File: src/rtl/ISO14443A_pkg.sv
// Shared ISO14443A definitions: PICC->PCD bit-sequence encoding and parity helpers.
package ISO14443A_pkg;

    typedef enum logic [1:0] {
        PICC_SEQ_SOC    = 2'd0,
        PICC_SEQ_LOGIC0 = 2'd1,
        PICC_SEQ_LOGIC1 = 2'd2,
        PICC_SEQ_EOC    = 2'd3
    } PICCBitSequence;

    // Odd parity: the parity bit makes the total count of ones odd.
    function automatic logic odd_parity(input logic [7:0] d);
        return ~^d;
    endfunction

    function automatic PICCBitSequence data_seq(input logic b);
        return b ? PICC_SEQ_LOGIC1 : PICC_SEQ_LOGIC0;
    endfunction

endpackage

File: src/rtl/frame_encode.sv
// PICC response frame encoder: bytes in, SOC / data bits (LSB first) / odd parity / EOC out.
module frame_encode
    import ISO14443A_pkg::*;
(
    input  logic       clk,
    input  logic       rst_n,
    input  logic [7:0] in_data,
    input  logic [2:0] in_data_bits,
    input  logic       in_last,
    input  logic       in_valid,
    output logic       in_ready,
    output logic [1:0] out_seq,
    output logic       out_valid,
    input  logic       out_ready,
    output logic       underflow,
    output logic       done
);

    typedef enum logic [2:0] {
        IDLE,
        SEND_SOC,
        SEND_DATA,
        SEND_PARITY,
        WAIT_BYTE,
        SEND_EOC
    } state_t;

    state_t         state, state_n;
    logic [7:0]     data_r, data_n;
    logic [3:0]     nbits_r, nbits_n;
    logic           last_r, last_n;
    logic           parity_r, parity_n;
    logic [2:0]     bit_idx, bit_idx_n;
    PICCBitSequence seq_r, seq_n;
    logic           valid_r, valid_n;
    logic           underflow_r, underflow_n;
    logic           done_r, done_n;

    logic           xfer;
    logic           latch;
    logic [3:0]     nbits_in;

    assign xfer     = valid_r & out_ready;
    assign nbits_in = (in_data_bits == 3'd0) ? 4'd8 : {1'b0, in_data_bits};

    assign in_ready = (state == IDLE) | (state == WAIT_BYTE) |
                      ((state == SEND_PARITY) & out_ready & ~last_r);

    assign out_seq   = seq_r;
    assign out_valid = valid_r;
    assign underflow = underflow_r;
    assign done      = done_r;

    always_comb begin
        state_n     = state;
        data_n      = data_r;
        nbits_n     = nbits_r;
        last_n      = last_r;
        parity_n    = parity_r;
        bit_idx_n   = bit_idx;
        seq_n       = seq_r;
        valid_n     = valid_r;
        underflow_n = 1'b0;
        done_n      = 1'b0;
        latch       = 1'b0;

        case (state)
            IDLE: begin
                if (in_valid) begin
                    latch   = 1'b1;
                    seq_n   = PICC_SEQ_SOC;
                    valid_n = 1'b1;
                    state_n = SEND_SOC;
                end
            end

            SEND_SOC: begin
                if (xfer) begin
                    seq_n     = data_seq(data_r[0]);
                    bit_idx_n = '0;
                    state_n   = SEND_DATA;
                end
            end

            SEND_DATA: begin
                if (xfer) begin
                    if ({1'b0, bit_idx} < (nbits_r - 4'd1)) begin
                        bit_idx_n = bit_idx + 3'd1;
                        seq_n     = data_seq(data_r[bit_idx + 3'd1]);
                    end else if (nbits_r == 4'd8) begin
                        seq_n   = data_seq(parity_r);
                        state_n = SEND_PARITY;
                    end else begin
                        seq_n   = PICC_SEQ_EOC;
                        state_n = SEND_EOC;
                    end
                end
            end

            SEND_PARITY: begin
                // Next byte chains straight into data so there is no gap after parity.
                if (xfer) begin
                    if (last_r) begin
                        seq_n   = PICC_SEQ_EOC;
                        state_n = SEND_EOC;
                    end else if (in_valid) begin
                        latch     = 1'b1;
                        seq_n     = data_seq(in_data[0]);
                        bit_idx_n = '0;
                        state_n   = SEND_DATA;
                    end else begin
                        valid_n = 1'b0;
                        state_n = WAIT_BYTE;
                    end
                end
            end

            WAIT_BYTE: begin
                if (in_valid) begin
                    latch     = 1'b1;
                    seq_n     = data_seq(in_data[0]);
                    valid_n   = 1'b1;
                    bit_idx_n = '0;
                    state_n   = SEND_DATA;
                end else if (out_ready) begin
                    underflow_n = 1'b1;
                    seq_n       = PICC_SEQ_EOC;
                    valid_n     = 1'b1;
                    state_n     = SEND_EOC;
                end
            end

            SEND_EOC: begin
                if (xfer) begin
                    valid_n = 1'b0;
                    done_n  = 1'b1;
                    state_n = IDLE;
                end
            end

            default: begin
                valid_n = 1'b0;
                state_n = IDLE;
            end
        endcase

        // A partial byte always closes the frame.
        if (latch) begin
            data_n   = in_data;
            nbits_n  = nbits_in;
            last_n   = in_last | (nbits_in != 4'd8);
            parity_n = odd_parity(in_data);
        end
    end

    always_ff @(posedge clk or negedge rst_n) begin
        if (!rst_n) begin
            state       <= IDLE;
            data_r      <= '0;
            nbits_r     <= '0;
            last_r      <= 1'b0;
            parity_r    <= 1'b0;
            bit_idx     <= '0;
            seq_r       <= PICC_SEQ_EOC;
            valid_r     <= 1'b0;
            underflow_r <= 1'b0;
            done_r      <= 1'b0;
        end else begin
            state       <= state_n;
            data_r      <= data_n;
            nbits_r     <= nbits_n;
            last_r      <= last_n;
            parity_r    <= parity_n;
            bit_idx     <= bit_idx_n;
            seq_r       <= seq_n;
            valid_r     <= valid_n;
            underflow_r <= underflow_n;
            done_r      <= done_n;
        end
    end

endmodule

File: config.mk
export PLATFORM = sky130hd
export DESIGN_NAME = frame_encode
export DESIGN_NICKNAME = d
export VERILOG_FILES = /design/src/rtl/ISO14443A_pkg.sv /design/src/rtl/frame_encode.sv
export SDC_FILE = /design/constraint.sdc
export NUM_CORES = 1
export LEC_CHECK = 0
export BUFFER_PORTS_ARGS = -buffer_cell sky130_fd_sc_hd__buf_2
export CORE_ASPECT_RATIO = 1.1
export CORE_MARGIN = 2
export CORE_UTILIZATION = 50
export DETAILED_ROUTE_END_ITERATION = 7
export PLACE_DENSITY = 0.71
export SYNTH_ARGS = -nofsm -noshare
export SYNTH_HDL_FRONTEND = slang
export SYNTH_SLANG_ARGS = --single-unit
export TNS_END_PERCENT = 20
File: constraint.sdc
create_clock -name clk -period 3.3 [get_ports clk]
set_clock_uncertainty 0.15 [all_clocks]
set_input_delay 0.165 -clock clk [delete_from_list [all_inputs] [get_ports clk]]
set_output_delay 0.165 -clock clk [all_outputs]
set_load 0.03 [all_outputs]
==> results.ini, run 1 <==
[layout]
nFillCells = 279
final-instance-count-excl-fill = 236
diodes = 0
drive_gt1_share_pct = 25.00
area_delta_synth_final_pct = 14.97
fin_nets = 222

[die]
row_count = 22
ios = 22
dieArea_mm2 = 0.003857
start_util_pct = 51.53
coreArea_mm2 = 0.003276
die_h_um = 64.94
fp.dieW_um = 59.40

[place]
portBuffers = 21
hpwl_mm = 2.692
place_ws_ps = 799.2
gp_congestion = 0.8147
dpl.cell_count = 218

[global_routing]
globalRouteOverflowTotal = 0
grt_antenna_before_repair = 0
grt_usage_pct = 21.58
grt_pass1_vias = 1481
grt_first_pass_wirelength_mm = 6.527
grt_max_degree = 26

[logic_synthesis]
ys_types = 56
synth_cells = 170
synth-main-ff-cell = dfrtp_1
syn-mean-instance-area_um2 = 9.929
ys_seq_area_share_pct = 37.21
synth_area_mm2 = 0.001688
synth_top_area_cell = dfrtp_1
syn-num-nets = 191
ys_seq_elements = 25
synth.area.top_cells = dfrtp_1 (34%), mux2_2 (6.0%), xnor2_1 (4.2%)
ys_warn_count = 0
yosys.area.top_type_share_pct = 34.10
synthArstFlopShare_pct = 100.0
synth_edf_count = 0

[setup_path]
arrival_ps = 2750
r2r-start = state[0]$_DFFE_PN0P_
critPathMaxFanout = 17
end_kind = flop
r2r_end = nbits_r[3]$_DFFE_PN0P_
r2r_cells = 5
cp_data_required_time_ps = 3420
r2r_slack_ps = 670
crit_type = reg2reg
cp-start-kind = flop

[drt]
viasPerCell = 6.102
wl_mm = 3.630
drtPass1Iterations = 5
wl_per_cell_um = 15.38
route.detailed.drc = 0
vias = 1440
drt_iter0_drc = 135
final_antenna_net_count = 0

[sta]
hold_slack_ps = 32.13
worstMarginPinSlew_ps = 790.1
period_share_pct = 79.75
timing.final.ws_setup_ps = 668.1
finalCriticalPeriod_ps = 2632
relSlewSlack_pct = 47.32
setup_violations = 0
rsz0062_at_grt = false
fmax_mhz = 380.0
tns_ps = 0
slew_viol_final = 0
finalHoldViolCount = 0

[min_path]
min_path_type = in2reg
min_to = data_r[0]$_DFFE_PN0P_
hold_depth = 2
holdCritStartpoint = in_data[0]

[clock_network]
cts_setup_buffers = 0
cts_tree = done
numClockSinks = 25
clockBufferDepth = 2
worst_skew_pair.late_latency_ps = 320
clockRootBuffer = clkbuf_4
cts_buffers = 3
htree_levels = 1
path_clk_slew_ps = 140

[outcome]
status = complete, no violations

[pwr]
ir_worst_vdd_mv = 0.4751
p_leak_nw = 0.8581
p_per_area_mw_per_mm2 = 887.5
fin_total_pwr_mw = 1.722

[flow_run]
maxCapViolCount = 0

[timing repair]
action | CTS | global route
endpoints found under the hold margin | 36 | 0
hold buffers | 14 | 0
resized for setup | 0 | 0
endpoints found under the setup margin | 0 | 0
[critical path: stages (launching register included)]
cell	delay [ps]
dfrtp_1	730
nand2_1	180
nor4_1	340
o21ai_2	300
o41ai_1	290
dlygate4sd3_1	580
[registers in the layout (all words and copies together) (netlist names)]
signal	flops
done	1
last_r	1
data_r	8
state	3
parity_r	1
underflow	1
nbits_r	4
out_valid	1
bit_idx	3
out_seq	2
[where the power goes]
part | switching [mW] | internal, mW | total, mW
sequential | 0.197 | 0.445 | 0.642
clock | 0.0938 | 0.0453 | 0.139
combinational | 0.494 | 0.447 | 0.941
[per-stage QoR]
stage / util (%) / cell area, um2
6_report: 59.24 / 1941
5_1_grt: 59.24 / 1941
4_1_cts: 59.24 / 1941
3_5_place_dp: 54.13 / 1773
3_3_place_gp: 54.13 / 1773
2_1_floorplan: - / 1688
[cell usage in the layout, fill, tap and decap left out, types with 3 or more instances in the layout]
cell and count:
o22ai_1 3, xnor2_1 8, nor2b_1 3, dfrtp_1 23
ha_1 5, a21oi_1 13, dlygate4sd3_1 14, clkbuf_4 3
nor4_1 5, mux2_2 9, nand2_1 16, mux2_1 4
buf_2 21, nor2_1 10, inv_1 6, o21ai_0 8
nor3_1 3
[cells by family after synthesis]
logic type / Yosys count / share of synthesized area [%]
simple gates: 51 / 16.68
compound gates: 49 / 20.68
flops: 25 / 37.21
buf+inv: 16 / 5.708
mux: 15 / 11.34
xor+xnor: 9 / 4.670
fa+ha+maj: 5 / 3.706
[final cells by class]
| cell class | instances | area [um2] | share of cell area, % |
|---|---|---|---|
| Sequential cell | 25 | 628.1 | 32.37 |
| Clock buffer | 3 | 22.52 | 1.161 |
| Inverter | 7 | 31.28 | 1.612 |
| Clock inverter | 1 | 5.005 | 0.2579 |
| Tap cell | 36 | 45.04 | 2.321 |
| Multi-Input combinational cell | 129 | 963.4 | 49.65 |
| Timing Repair Buffer | 35 | 245.2 | 12.64 |
[routing by layer]
layer | vias to the layer above | global-route usage, % | routed length, um
li1 | 692 | - | -
met5 | - | 0 | 0
met4 | 0 | 6.818 | 25
met2 | 37 | 37.09 | 1959
met1 | 709 | 27.68 | 1491
met3 | 2 | 2.595 | 152
[how the worst max path moves through the flow]
stage                     cells after the start  slack, ps                     end                    from
after detailed placement                      9        800  bit_idx[2]$_DFFE_PN0P_  nbits_r[0]$_DFFE_PN0P_
after CTS                                     5        670  nbits_r[3]$_DFFE_PN0P_    state[0]$_DFFE_PN0P_
final                                         5        670  nbits_r[3]$_DFFE_PN0P_    state[0]$_DFFE_PN0P_
after global placement                        9        910  bit_idx[2]$_DFFE_PN0P_  nbits_r[0]$_DFFE_PN0P_
after global routing                          5        390  nbits_r[3]$_DFFE_PN0P_    state[1]$_DFFE_PN0P_
after floorplan                               9        960  bit_idx[2]$_DFFE_PN0P_  nbits_r[0]$_DFFE_PN0P_
[cells in the mapped netlist (2+ instances only)]
| cell | instances |
|---|---|
| ha_1 | 5 |
| nor4_1 | 5 |
| nand2_1 | 16 |
| nor3_1 | 3 |
| o21bai_1 | 2 |
| a41o_1 | 2 |
| buf_6 | 2 |
| clkbuf_1 | 3 |
| mux2_1 | 4 |
| a31oi_1 | 2 |
| inv_1 | 6 |
| dfstp_2 | 2 |
| xnor2_1 | 8 |
| nor2_1 | 10 |
| mux2_2 | 9 |
| a21oi_1 | 13 |
| nand3_1 | 2 |
| o22ai_1 | 3 |
| buf_2 | 2 |
| o21ai_0 | 8 |
| a31o_2 | 2 |
| mux4_2 | 2 |
| dfrtp_1 | 23 |
| nand2b_1 | 2 |
| nor2b_1 | 3 |
No activity file was read; power rests on OpenSTA's default activity.
==> run 2: changes to the inputs <==
ABC_AREA = 1   (was not set)
PLACE_DENSITY = 0.74   (was 0.71)
clock period = 2.4 ns   (was 3.3 ns; I/O delays follow)
==> results.ini, run 2 <==
[outcome]
status = complete, no violations

[logic_synthesis]
ys_seq_elements = 25
syn-num-nets = 236
syn-mean-instance-area_um2 = 7.333
synthArstFlopShare_pct = 100.0
ys_seq_area_share_pct = 39.84
synth_top_family_by_area = simple AND/OR/NAND/NOR gates
synthSimpleGateAreaFrac_pct = 31.03
synth.most_common_cell = nand2_1
ys_warn_count = 0
synth_top_area_cell = dfrtp_1
ys_types = 26
yosys.area.top_type_share_pct = 36.51
synth-main-ff-cell = dfrtp_1
synth_area_mm2 = 0.001577
synth_common_cells = nand2_1 (73), inv_1 (25), dfrtp_1 (23)
synth.area.top_cells = dfrtp_1 (37%), nand2_1 (17%), inv_1 (6.0%)
synth_cells = 215
synthAdderAreaFrac_pct = 3.968
muxShareOfSynthArea_pct = 0
synth_compound_area_share_pct = 11.03
synthXorXnorAreaFrac_pct = 5.556
synth_edf_count = 0

[pwr]
clock_power_share_pct = 9.0
switchingPower_mw = 1.051
sw_frac_of_total_pct = 48.92
p_per_area_mw_per_mm2 = 1145
power.internal_mw = 1.098
fin_total_pwr_mw = 2.149
p_leak_nw = 0.9727
ir_worst_vdd_mv = 0.8492
p_seq_share_pct = 33.5
power_frac_comb_pct = 57.5

[setup_path]
arrival_ps = 2260
cp_num_buf_inv = 2
crit_chain = inv_1 > ha_1 > ha_1 > o21ai_0 > nand2_1 > nand2_1 > nand2_1 > nand2_1 > nand2_1 > inv_1 > nor2_2 > nand2_1 > o21ai_0
crit_top_cell = nand2_1
slowest_delay_ps = 400
crit_family = simple AND/OR/NAND/NOR gates
crit_slowest_cell = dfrtp_1
cp-start-kind = flop
cp_data_required_time_ps = 2510
critPathMaxFanout = 5
crit_type = reg2reg
end_kind = flop

[drt]
route.detailed.drc = 0
wl_mm = 3.283
final_antenna_net_count = 0
wl_per_cell_um = 11.44
vias = 1426
drt_iter0_drc = 47
viasPerCell = 4.969
drtPass1Iterations = 4

[clock_network]
htree_levels = 1
clockBufferDepth = 2
path_clk_slew_ps = 140
cts_buffers = 3
clockRootBuffer = clkbuf_4
worst_skew_pair.late_latency_ps = 330
cts_tree = done
numClockSinks = 25

[layout]
largest_reg_flops = 8
reg_top3 = data_r x8, nbits_r x4
final_common_cell = nand2_1
regMostFlops = data_r
final-instance-count-excl-fill = 287
diodes = 0
area_delta_synth_final_pct = 19.05
final_util_pct = 62.11
drive_gt1_share_pct = 17.39
final_cell_mix = nand2_1 (73), inv_1 (25), dfrtp_1 (23)
fin_nets = 275

[global_routing]
grt_max_degree = 26
grt_antenna_before_repair = 0
globalRouteOverflowTotal = 0
grt_pass1_vias = 1379
grt_usage_pct = 20.34
grt_first_pass_wirelength_mm = 5.816

[place]
portBuffers = 21
hpwl_mm = 2.424
dpl.cell_count = 269
place_ws_ps = 313.9
gp_congestion = 0.8468

[die]
ios = 22
coreArea_mm2 = 0.003022
fp.dieW_um = 57.54
dieArea_mm2 = 0.003619
die_h_um = 62.89
start_util_pct = 52.17
row_count = 21

[sta]
period_share_pct = 89.65
rsz0062_at_grt = false
relSlewSlack_pct = 62.47
finalHoldViolCount = 0
setup_violations = 0
finalCriticalPeriod_ps = 2152
slew_viol_final = 0
tns_ps = 0
worstMarginPinSlew_ps = 562.9
timing.final.ws_setup_ps = 248.3
fmax_mhz = 464.7

[flow_run]
maxCapViolCount = 0

[min_path]
min_path_type = in2reg

## run 2: cell count changes after synthesis, sizes merged, moves of 5 or more
cell,before,now
o21ai,10,22
nand3,3,15
inv,7,30
nor4,5,0
nand2,16,76
mux2,13,0
nor2,10,18
a21oi,13,1
## run 2: through the flow
step                      hold slack, ps  instance area, um2
after floorplan                   -325.6                1577
after global placement            -10.25                1709
after detailed placement          -8.274                1709
after CTS                          40.02                1877
after global routing               83.77                1877
final                              52.34                1877
## run 2: cells by family (layout without fill, tap and decap cells)
group                    count (synthesis)  count (layout)
adder cells (fa/ha/maj)                  5               5
XOR/XNOR                                10              10
AO/OA/AOI/OAI                           28              28
AND/OR/NAND/NOR                        115             115
buffers and inverters                   32              70
flip-flops                              25              25
## run 2: what timing repair did
item                                   4_1_cts  5_1_grt
gates resized for setup                      0        0
endpoints found under the hold margin       39        0
setup endpoints to repair                    0        0
buffers inserted                             0        0
hold buffers                                14        0
## run 2: path summary, 6_finish.rpt
path | startpoint | endpoint | slack, ps | cells after the start
max | nbits_r[0]$_DFFE_PN0P_ | state[2]$_DFFE_PN0P_ | 250 | 13
min | in_valid | underflow$_DFF_PN0_ | 50 | 4
max reg2reg | nbits_r[0]$_DFFE_PN0P_ | state[2]$_DFFE_PN0P_ | 250 | 13
min reg2reg | out_seq[1]$_DFFE_PN1P_ | out_seq[1]$_DFFE_PN1P_ | 320 | 2
max in group asynchronous | rst_n | last_r$_DFFE_PN0P_ | 1570 | 2
min in group asynchronous | rst_n | data_r[7]$_DFFE_PN0P_ | 150 | 2
## run 2: final cells by class
class / count / area (um2)
multi-input cells: 158 / 813.3
flip-flops and latches: 25 / 628.1
clock buffers: 3 / 22.52
well taps: 34 / 42.54
clock inverters: 1 / 5.005
repair buffers: 36 / 252.7
inverters: 30 / 112.6
fillers: 292 / 1145
## run 2: worst register-to-register path, delay by kind of cell, from the launching register on
kind / cells / cell delay [ps]
adders and majority gates: 2 / 520
and+or+nand+nor: 7 / 650
buffers and inverters: 2 / 210
AOI/OAI and AO/OA: 2 / 130
DFF: 1 / 400
## run 2: metal layers
layer | GRT usage [%] | part of all wire (%) | vias up
li1 | - | - | 754
met4 | 7.849 | 1.6 | 0
met2 | 33.10 | 47 | 30
met3 | 2.484 | 3.5 | 5
met5 | 0 | 0 | -
met1 | 27.20 | 48 | 637
## run 2: power by group through the flow
stage | Clock (mW) | Sequential, mW | Combinational, mW
after floorplan | 0 | 0.750 | 0.936
after global placement | 0 | 0.723 | 1.20
after detailed placement | 0 | 0.730 | 1.21
after CTS | 0.202 | 0.721 | 1.24
after global routing | 0.216 | 0.744 | 1.42
final | 0.194 | 0.720 | 1.23
==> run 3: changes to the inputs <==
==> constraint.sdc (replaced) <==
create_clock -name clk -period 2.4 [get_ports clk]
set_clock_uncertainty 0.15 [all_clocks]
set_input_delay 0.24 -clock clk [delete_from_list [all_inputs] [get_ports clk]]
set_output_delay 0.24 -clock clk [all_outputs]
set_load 0.03 [all_outputs]
==> results.ini, run 3 (synthesis results as in run 2) <==
[outcome]
status = complete, no violations

[layout]
final_common_cell = nand2_1
fin_nets = 272
area_delta_synth_final_pct = 17.14
reg_top3 = data_r x8, nbits_r x4
final_cell_mix = nand2_1 (73), inv_1 (25), dfrtp_1 (23)
diodes = 0
drive_gt1_share_pct = 17.60
largest_reg_flops = 8
regMostFlops = data_r
nFillCells = 292

[drt]
final_antenna_net_count = 0
wl_mm = 3.275
wl_per_cell_um = 11.53
route.detailed.drc = 0
wl_met2_mm = 1.529
viasPerCell = 4.986
drt-met1-wl_mm = 1.543
top_layer_used = met4
vias = 1416
wl_met3_um = 148
drtPass1Iterations = 4
drt_iter0_drc = 60

[sta]
period_share_pct = 89.14
setup_violations = 0
rsz0062_at_grt = false
worstMarginPinSlew_ps = 566.5
slew_viol_final = 0
timing.final.ws_setup_ps = 260.5
relSlewSlack_pct = 62.23
finalCriticalPeriod_ps = 2139
fmax_mhz = 467.4
finalHoldViolCount = 0
tns_ps = 0

[setup_path]
arrival_ps = 2250
critPathMaxFanout = 5
end_kind = flop
r2r-start = nbits_r[0]$_DFFE_PN0P_
cp-start-kind = flop
crit_start = nbits_r[0]$_DFFE_PN0P_
r2r_slack_ps = 260
crit_type = reg2reg
cp_data_required_time_ps = 2510

[min_path]
min_path_type = in2reg
holdCritStartpoint = in_data[0]

[pwr]
ir_worst_vdd_mv = 0.8488
p_leak_nw = 0.9601
p_per_area_mw_per_mm2 = 1163

[clock_network]
worst_skew_pair.late_latency_ps = 330
cts_setup_buffers = 0
clockBufferDepth = 2
clockRootBuffer = clkbuf_4
cts_tree = done
numClockSinks = 25
cts_buffers = 3
path_clk_slew_ps = 150
htree_levels = 1

[global_routing]
globalRouteOverflowTotal = 0
grt_usage_pct = 20.08
grt_pass1_vias = 1363
grt_first_pass_wirelength_mm = 5.740
grt_antenna_before_repair = 0
grt_max_degree = 26

[place]
portBuffers = 21
hpwl_mm = 2.424
place_ws_ps = 313.9
gp_congestion = 0.8468

[die]
die_h_um = 62.89
fp.dieW_um = 57.54
coreArea_mm2 = 0.003022
ios = 22
dieArea_mm2 = 0.003619
start_util_pct = 52.17
row_count = 21

[flow_run]
maxCapViolCount = 0

## run 3: changes by cell type in the layout (fill, tap and decap cells not counted)
| cell | change |
|---|---|
| dlygate4sd3_1 | -3 |
## run 3: layer usage
layer,vias to the layer above,track usage (%)
li1,748,-
met1,630,26.81
met2,33,32.53
met3,5,2.692
met4,0,7.849
met5,-,0
## run 3: power breakdown
| part | leakage [nW] | internal [mW] | switching [mW] |
|---|---|---|---|
| Sequential | 0.314 | 0.601 | 0.119 |
| Clock | 0.0177 | 0.0627 | 0.135 |
| Combinational | 0.629 | 0.430 | 0.799 |
| Total | 0.960 | 1.09 | 1.05 |
## run 3: layout make-up
cell class              count  area, um2  share of cell area [%]
inverters                  30      112.6                   6.098
well taps                  34      42.54                   2.304
flip-flops and latches     25      628.1                   34.01
multi-input cells         158      813.3                   44.04
clock buffers               3      22.52                   1.220
repair buffers             33      222.7                   12.06
clock inverters             1      5.005                  0.2710
## run 3: worst max-delay path, cell delays in order, from the launching register on
cell and delay, ps:
dfrtp_1 400, inv_1 130, ha_1 250, ha_1 270
o21ai_0 70, nand2_1 70, nand2_1 40, nand2_1 80
nand2_1 120, nand2_1 140, inv_1 80, nor2_2 130
nand2_1 60, o21ai_0 60
## run 3: worst paths after layout
kind | depth (start not counted) | end
worst min register to register | 2 | out_seq[1]$_DFFE_PN1P_
worst max register to register | 13 | state[2]$_DFFE_PN0P_
worst max-delay path | 13 | state[2]$_DFFE_PN0P_
min in group asynchronous | 2 | data_r[7]$_DFFE_PN0P_
worst min-delay path | 3 | data_r[0]$_DFFE_PN0P_
max in group asynchronous | 2 | last_r$_DFFE_PN0P_
## run 3: per-stage QoR
step	instance area, um2	instances	hold WS, ps	util [%]	total power, mW
6_report	1847	284	10.50	61.12	2.147
5_1_grt	1847	284	32.73	61.12	2.373
4_1_cts	1847	284	7.118	61.12	2.161
3_5_place_dp	1709	269	111.7	56.56	1.941
3_3_place_gp	1709	269	109.7	56.56	1.919
2_1_floorplan	1577	215	-205.6	-	1.686
## run 3: what timing repair did
item                                   in CTS  in global routing
endpoints found under the hold margin      33                  0
hold buffers                               11                  0
gates resized for setup                     0                  0
